[src/rtl/merge2_avlstrm.sv]
// 2:1 packet-atomic Avalon-ST merge with round-robin packet arbitration.
// One registered output stage; per-port sop/eop/drop statistics.
module merge2_avlstrm #(
  parameter int DATA_W  = 512,
  parameter int EMPTY_W = 6,
  parameter int CH_W    = 1
) (
  input  logic               Clk,
  input  logic               Rst_n,
  input  logic [DATA_W-1:0]  i_in0_data,
  input  logic               i_in0_valid,
  output logic               o_in0_ready,
  input  logic               i_in0_sop,
  input  logic               i_in0_eop,
  input  logic [EMPTY_W-1:0] i_in0_empty,
  output logic               o_in0_almost_full,
  input  logic [CH_W-1:0]    i_in0_channel,
  input  logic [DATA_W-1:0]  i_in1_data,
  input  logic               i_in1_valid,
  output logic               o_in1_ready,
  input  logic               i_in1_sop,
  input  logic               i_in1_eop,
  input  logic [EMPTY_W-1:0] i_in1_empty,
  output logic               o_in1_almost_full,
  input  logic [CH_W-1:0]    i_in1_channel,
  output logic [DATA_W-1:0]  o_out_data,
  output logic               o_out_valid,
  input  logic               i_out_ready,
  output logic               o_out_sop,
  output logic               o_out_eop,
  output logic [EMPTY_W-1:0] o_out_empty,
  input  logic               i_out_almost_full,
  output logic [CH_W-1:0]    o_out_channel,
  output logic [31:0]        o_stats_in_pkt0,
  output logic [31:0]        o_stats_in_pkt1,
  output logic [31:0]        o_stats_out_pkt,
  output logic [31:0]        o_stats_in_pkt0_s,
  output logic [31:0]        o_stats_in_pkt1_s,
  output logic [31:0]        o_stats_out_pkt_s,
  output logic [31:0]        o_stats_drop
);

  typedef enum logic [1:0] {
    S_IDLE,
    S_BUSY0,
    S_BUSY1
  } state_t;

  state_t r_state, w_nstate;
  logic   r_rr, w_nrr;
  logic   w_adv, w_c0, w_c1, w_sel;
  logic   w_rdy0, w_rdy1, w_fwd;
  logic   w_drop0, w_drop1;
  logic   w_eop_sel;
  logic   w_acc0, w_acc1, w_acc_out;
  logic   w_unused;

  logic               r_valid, r_sop, r_eop;
  logic [DATA_W-1:0]  r_data;
  logic [EMPTY_W-1:0] r_empty;
  logic [CH_W-1:0]    r_ch;

  logic [31:0] r_st_in0, r_st_in1, r_st_out;
  logic [31:0] r_st_in0_s, r_st_in1_s, r_st_out_s;
  logic [31:0] r_st_drop;

  assign w_unused = ^{i_in0_channel, i_in1_channel};

  assign w_adv = !r_valid | i_out_ready;
  assign w_c0  = i_in0_valid & i_in0_sop;
  assign w_c1  = i_in1_valid & i_in1_sop;

  // in IDLE, a lone sop wins; with two sops the rr pointer decides
  assign w_sel = (r_state == S_BUSY1) |
                 ((r_state == S_IDLE) & w_c1 & (!w_c0 | r_rr));

  assign w_eop_sel = w_sel ? i_in1_eop : i_in0_eop;

  always_comb begin
    w_nstate = r_state;
    w_nrr    = r_rr;
    w_rdy0   = 1'b0;
    w_rdy1   = 1'b0;
    w_fwd    = 1'b0;
    w_drop0  = 1'b0;
    w_drop1  = 1'b0;
    case (r_state)
      S_IDLE: begin
        if (w_c0 | w_c1) begin
          w_rdy0 = !w_sel & w_adv;
          w_rdy1 = w_sel & w_adv;
          w_fwd  = w_adv;
          if (w_adv) begin
            if (w_eop_sel) w_nrr = !w_sel;
            else w_nstate = w_sel ? S_BUSY1 : S_BUSY0;
          end
        end
        if (i_in0_valid & !i_in0_sop) begin
          w_rdy0  = 1'b1;
          w_drop0 = 1'b1;
        end
        if (i_in1_valid & !i_in1_sop) begin
          w_rdy1  = 1'b1;
          w_drop1 = 1'b1;
        end
      end
      S_BUSY0: begin
        w_rdy0 = w_adv;
        w_fwd  = i_in0_valid & w_adv;
        if (w_fwd & i_in0_eop) begin
          w_nstate = S_IDLE;
          w_nrr    = 1'b1;
        end
      end
      S_BUSY1: begin
        w_rdy1 = w_adv;
        w_fwd  = i_in1_valid & w_adv;
        if (w_fwd & i_in1_eop) begin
          w_nstate = S_IDLE;
          w_nrr    = 1'b0;
        end
      end
      default: w_nstate = S_IDLE;
    endcase
  end

  always_ff @(posedge Clk or negedge Rst_n) begin
    if (!Rst_n) begin
      r_state <= S_IDLE;
      r_rr    <= 1'b0;
    end else begin
      r_state <= w_nstate;
      r_rr    <= w_nrr;
    end
  end

  always_ff @(posedge Clk or negedge Rst_n) begin
    if (!Rst_n) begin
      r_valid <= 1'b0;
      r_data  <= '0;
      r_sop   <= 1'b0;
      r_eop   <= 1'b0;
      r_empty <= '0;
      r_ch    <= '0;
    end else if (w_fwd) begin
      r_valid <= 1'b1;
      r_data  <= w_sel ? i_in1_data : i_in0_data;
      r_sop   <= w_sel ? i_in1_sop : i_in0_sop;
      r_eop   <= w_eop_sel;
      r_empty <= w_sel ? i_in1_empty : i_in0_empty;
      r_ch    <= CH_W'(w_sel);
    end else if (w_adv) begin
      r_valid <= 1'b0;
    end
  end

  // readies are held low while reset is asserted
  assign o_in0_ready = Rst_n & w_rdy0;
  assign o_in1_ready = Rst_n & w_rdy1;

  assign w_acc0    = i_in0_valid & o_in0_ready;
  assign w_acc1    = i_in1_valid & o_in1_ready;
  assign w_acc_out = r_valid & i_out_ready;

  always_ff @(posedge Clk or negedge Rst_n) begin
    if (!Rst_n) begin
      r_st_in0   <= '0;
      r_st_in1   <= '0;
      r_st_out   <= '0;
      r_st_in0_s <= '0;
      r_st_in1_s <= '0;
      r_st_out_s <= '0;
      r_st_drop  <= '0;
    end else begin
      if (w_acc0 & i_in0_eop) r_st_in0 <= r_st_in0 + 32'd1;
      if (w_acc1 & i_in1_eop) r_st_in1 <= r_st_in1 + 32'd1;
      if (w_acc_out & r_eop) r_st_out <= r_st_out + 32'd1;
      if (w_acc0 & i_in0_sop) r_st_in0_s <= r_st_in0_s + 32'd1;
      if (w_acc1 & i_in1_sop) r_st_in1_s <= r_st_in1_s + 32'd1;
      if (w_acc_out & r_sop) r_st_out_s <= r_st_out_s + 32'd1;
      if (w_drop0 | w_drop1)
        r_st_drop <= r_st_drop + 32'(w_drop0) + 32'(w_drop1);
    end
  end

  assign o_in0_almost_full = i_out_almost_full;
  assign o_in1_almost_full = i_out_almost_full;

  assign o_out_valid   = r_valid;
  assign o_out_data    = r_data;
  assign o_out_sop     = r_sop;
  assign o_out_eop     = r_eop;
  assign o_out_empty   = r_empty;
  assign o_out_channel = r_ch;

  assign o_stats_in_pkt0   = r_st_in0;
  assign o_stats_in_pkt1   = r_st_in1;
  assign o_stats_out_pkt   = r_st_out;
  assign o_stats_in_pkt0_s = r_st_in0_s;
  assign o_stats_in_pkt1_s = r_st_in1_s;
  assign o_stats_out_pkt_s = r_st_out_s;
  assign o_stats_drop      = r_st_drop;

endmodule

[config.mk]
export PLATFORM = sky130hd
export DESIGN_NAME = merge2_avlstrm
export DESIGN_NICKNAME = d
export VERILOG_FILES = /design/src/rtl/merge2_avlstrm.sv
export SDC_FILE = /design/constraint.sdc
export NUM_CORES = 2
export LEC_CHECK = 0
export ABC_AREA = 1
export BUFFER_PORTS_ARGS = -buffer_cell sky130_fd_sc_hd__buf_4
export CORE_AREA = 2 2 706 708
export DETAILED_ROUTE_END_ITERATION = 16
export DIE_AREA = 0 0 708 710
export SYNTH_ARGS = -nofsm -noshare
export SYNTH_HDL_FRONTEND = slang
export SYNTH_SLANG_ARGS = --single-unit
[constraint.sdc]
create_clock -name Clk -period 2.95 [get_ports Clk]
set_input_delay 0.59 -clock Clk [delete_from_list [all_inputs] [get_ports Clk]]
set_output_delay 0.59 -clock Clk [all_outputs]
set_load 0.1 [all_outputs]
==> impl_results.md <==
* Status: complete, no violations
* Number of DRC markers in iteration 0 at 4345
* Vias in the first global route at 46.0k
* Skew-Pair Late Insertion Delay at 0.87 ns
* Max Freq at 340 MHz
* Crit path from: r_state[1]$_DFFE_PN0P_
* Final setup viols at 0
* RSZ-0062 raised after global routing: yes
* Placed cells at 14.2k
* CTS tree: done
* Max-cap violations at 0
* FP Rows at 259
* Clock power share at 14.7%
* CP startpoint kind: register
* Yosys reg bits at 749
* Slew margin rel. at 38.8%
* First-pass GRT wire length at 513000 um
* CP endpoint: o_in0_ready
* Buf/Inv on CP at 5
* Cell count after synthesis at 6056
* DR pass1 iterations at 6
* Worst Hold Class: in2reg
* Initial Util at 8.12%
* Warnings from Yosys at 0
* R2R Path Start: r_state[0]$_DFFE_PN0P_
* Internal cell power at 0.0343 W
* Filler cells at 56.9k
* Final Cycle Share at 99.8%
* Total core area at 495000 um^2
* Total chip power at 0.0942 W
* Count of cell types in the netlist at 33
* Initial antenna violation count at 221
* R2R Setup Slk at 0.02 ns
* R2R depth at 16
* Crit end category: output pin
* Slew Limit Fails at 0
* Die Span Y at 710 um
* Worst-case clock buffer depth at 4
* Register area at 18700 um^2
* Reg2reg end: o_out_data[328]$_DFFE_PN0P_
* DRC viols at 0
* Setup skew after layout at 0.0857 ns
* Top cell type's share of synthesized area at 46.6%
* Final HPWL DP at 368000 um
* Worst-Margin Slew at 0.918 ns
* CP most frequent cell: buf_12
* Crit-path cells: buf_4 > ha_2 > inv_2 > nand2_8 > buf_12 > o21bai_4 > nand2_4 > inv_4 > buf_12
* Finished Layout Cells at 15.0k
* Max IR drop VDD at 1.05 mV
* Num CTS Buffers at 104
* Clk slew on worst S/H paths at 0.07 ns
* Clock sinks at 749
* Pin count of the biggest net entering global routing at 108
* Share of layout cells above drive strength 1 at 25.3%
* Worst EP arrival at 2.36 ns
* Final min period at 2.95 ns
* Synth top area cells: dfrtp_1 (47%), nand2_1 (39%), nor2_1 (3.3%)
* Most frequent cells in the layout: nand2_1 (4224), buf_4 (1866), dfrtp_1 (748)
* Sequential fraction of the synthesis area at 46.6%
* H-tree levels at 3
* CTS Root Cell: clkbuf_16
* Slowest library cell on the worst path: dfrtp_1
* Nets at 9426
* PD cells at 1320 nW/um^2
* Grt ovf at 0
* IO Pins at 1798
* Total stage count of the critical path at 9
* Most common cell after layout, fill and taps aside: nand2_1
* Vias per cell at 3.33
* Routed Antenna Nets at 0
* Wire length per cell at 28.0 um
* Net Sw Frac at 63.6%
* Hold Vio Cnt, Final at 0
* CP required at 2.36 ns
* Crit path kind: reg2out
* Die area at 503000 um^2
* Sequential power share at 17.9%
* Footprint of the multi-input gates at 19800 um^2
* P_sw at 0.0599 W
* Via Count at 50.0k
* Leading area contributor after synthesis: dfrtp_1
* GPL Wtd Cong at 1.21
* CP max stage delay at 0.41 ns
* Syn Std Cell Area at 40200 um^2
* Cell family with most CP delay: buffers and inverters
* Synth Area per Inst at 6.64 um^2
* Worst-path fanout max at 3
* Syn nets at 7116
* Port bufs at 1792
* Die width at 708 um
* Routed wire length at 421000 um
* Combinational share of power at 67.4%
* Area Growth Syn to Fin at 77.8%
* GRT Total Usage at 15.9%
* Static Leak at 36.0 nW
==> worst register-to-register path, stage by stage (launching register included) <==
cell	delay (ns)
dfrtp_1	0.40
inv_2	0.09
ha_4	0.16
inv_2	0.04
nor2_2	0.08
nand2_2	0.10
nand2_8	0.08
buf_12	0.10
buf_4	0.25
inv_8	0.14
buf_12	0.18
buf_4	0.32
nand2_1	0.08
nand2_1	0.05
dlygate4sd3_1	0.57
nand2_1	0.09
nand2_1	0.07
==> registers in the layout, summed over array words and instances (netlist names) <==
name / count
o_stats_out_pkt: 32
o_stats_in_pkt1_s: 32
o_out_eop: 1
r_rr: 1
o_out_channel: 1
o_stats_drop: 32
o_out_sop: 1
o_stats_in_pkt0: 32
r_state: 2
o_out_data: 512
o_stats_out_pkt_s: 32
o_stats_in_pkt1: 32
o_stats_in_pkt0_s: 32
o_out_empty: 6
o_out_valid: 1
==> what timing repair did <==
action / CTS / global route
cloned: 0 / 1
hold buffers: 537 / 0
buffers inserted: 9 / 2
hold endpoints to repair: 404 / 0
pin swaps: 6 / 5
endpoints found under the setup margin: 2 / 108
gates resized for setup: 22 / 12
==> stage by stage <==
step           hold slack (ns)  utilization, %  area, um^2  setup TNS, ns  setup WS (ns)
6_report                0.0800            14.4       71500              0        0.00494
5_1_grt                 0.0245            14.4       71500          -2.14         -0.126
4_1_cts               0.000248            14.4       71300         -0.169         -0.121
3_5_place_dp             0.466            12.5       62200              0          0.185
3_3_place_gp             0.462            12.5       62200              0          0.190
2_1_floorplan            0.294               -       40200              0          0.179
==> routing by layer <==
metal	up-vias	wire [um]	track usage, %
met5	-	891	0
met4	128	24100	7.78
met3	772	55400	8.85
met2	2455	182000	24.3
met1	23700	159000	17.9
li1	22900	-	-
==> final cells by class <==
type / instances / share of cell area [%]
Clock buffer: 137 / 4.12
Tap cell: 6525 / 11.4
Inverter: 129 / 0.714
Clock inverter: 50 / 0.915
Antenna cell: 54 / 0.189
Multi-Input combinational cell: 4920 / 27.7
Sequential cell: 749 / 26.2
Timing Repair Buffer: 2462 / 28.8
==> worst min-delay path by stage <==
stage                                start                          end  slack, ns  cells after the start
2_1_floorplan                        Rst_n    o_out_channel$_DFFE_PN0P_       0.29                      0
3_3_place_gp              r_rr$_DFFE_PN0P_             r_rr$_DFFE_PN0P_       0.46                      2
3_5_place_dp   o_out_data[380]$_DFFE_PN0P_  o_out_data[380]$_DFFE_PN0P_       0.47                      2
4_1_cts                    i_in1_data[304]  o_out_data[304]$_DFFE_PN0P_     0.0002                      5
5_1_grt                    i_in0_data[460]  o_out_data[460]$_DFFE_PN0P_       0.02                      5
6_report                   i_in0_data[468]  o_out_data[468]$_DFFE_PN0P_       0.08                      5
==> power by group through the flow <==
stage / Sequential, W / Clock, W / Combinational, W
after CTS: 0.0168 / 0.0143 / 0.0645
after global placement: 0.0168 / 0 / 0.0627
after detailed placement: 0.0169 / 0 / 0.0627
final: 0.0169 / 0.0138 / 0.0635
after global routing: 0.0173 / 0.0146 / 0.0666
after floorplan: 0.0426 / 0 / 0.0118
==> cells in the mapped netlist <==
master       n
nand3_2      4
a21oi_1      1
nor2_1     354
ha_1        11
nor3b_1      2
and3_1       1
nand2_1   4226
clkinv_2     1
nand3b_1    73
nand4_1     12
buf_4       17
nand3_4      1
nor2_2       8
xor2_1      65
nand2_4      2
buf_6        4
o211ai_2     1
inv_2        2
fa_1         1
nor2_4       2
nand2_2      2
inv_1      123
clkbuf_1    55
buf_2      178
o21ai_1     10
dfrtp_1    749
clkinv_1     3
buf_1        4
nand3_1     60
o21bai_4     1
o21ai_0     30
nor3_1       7
xnor2_1     46
==> logic make-up after synthesis <==
group	Yosys count	share of synthesized area (%)
compound gates	43	0.588
simple gates	4754	45.6
xor+xnor	111	2.42
buf+inv	387	4.40
flops	749	46.6
fa+ha+maj	12	0.392
Note: power is estimated with default switching activity, not from simulation.
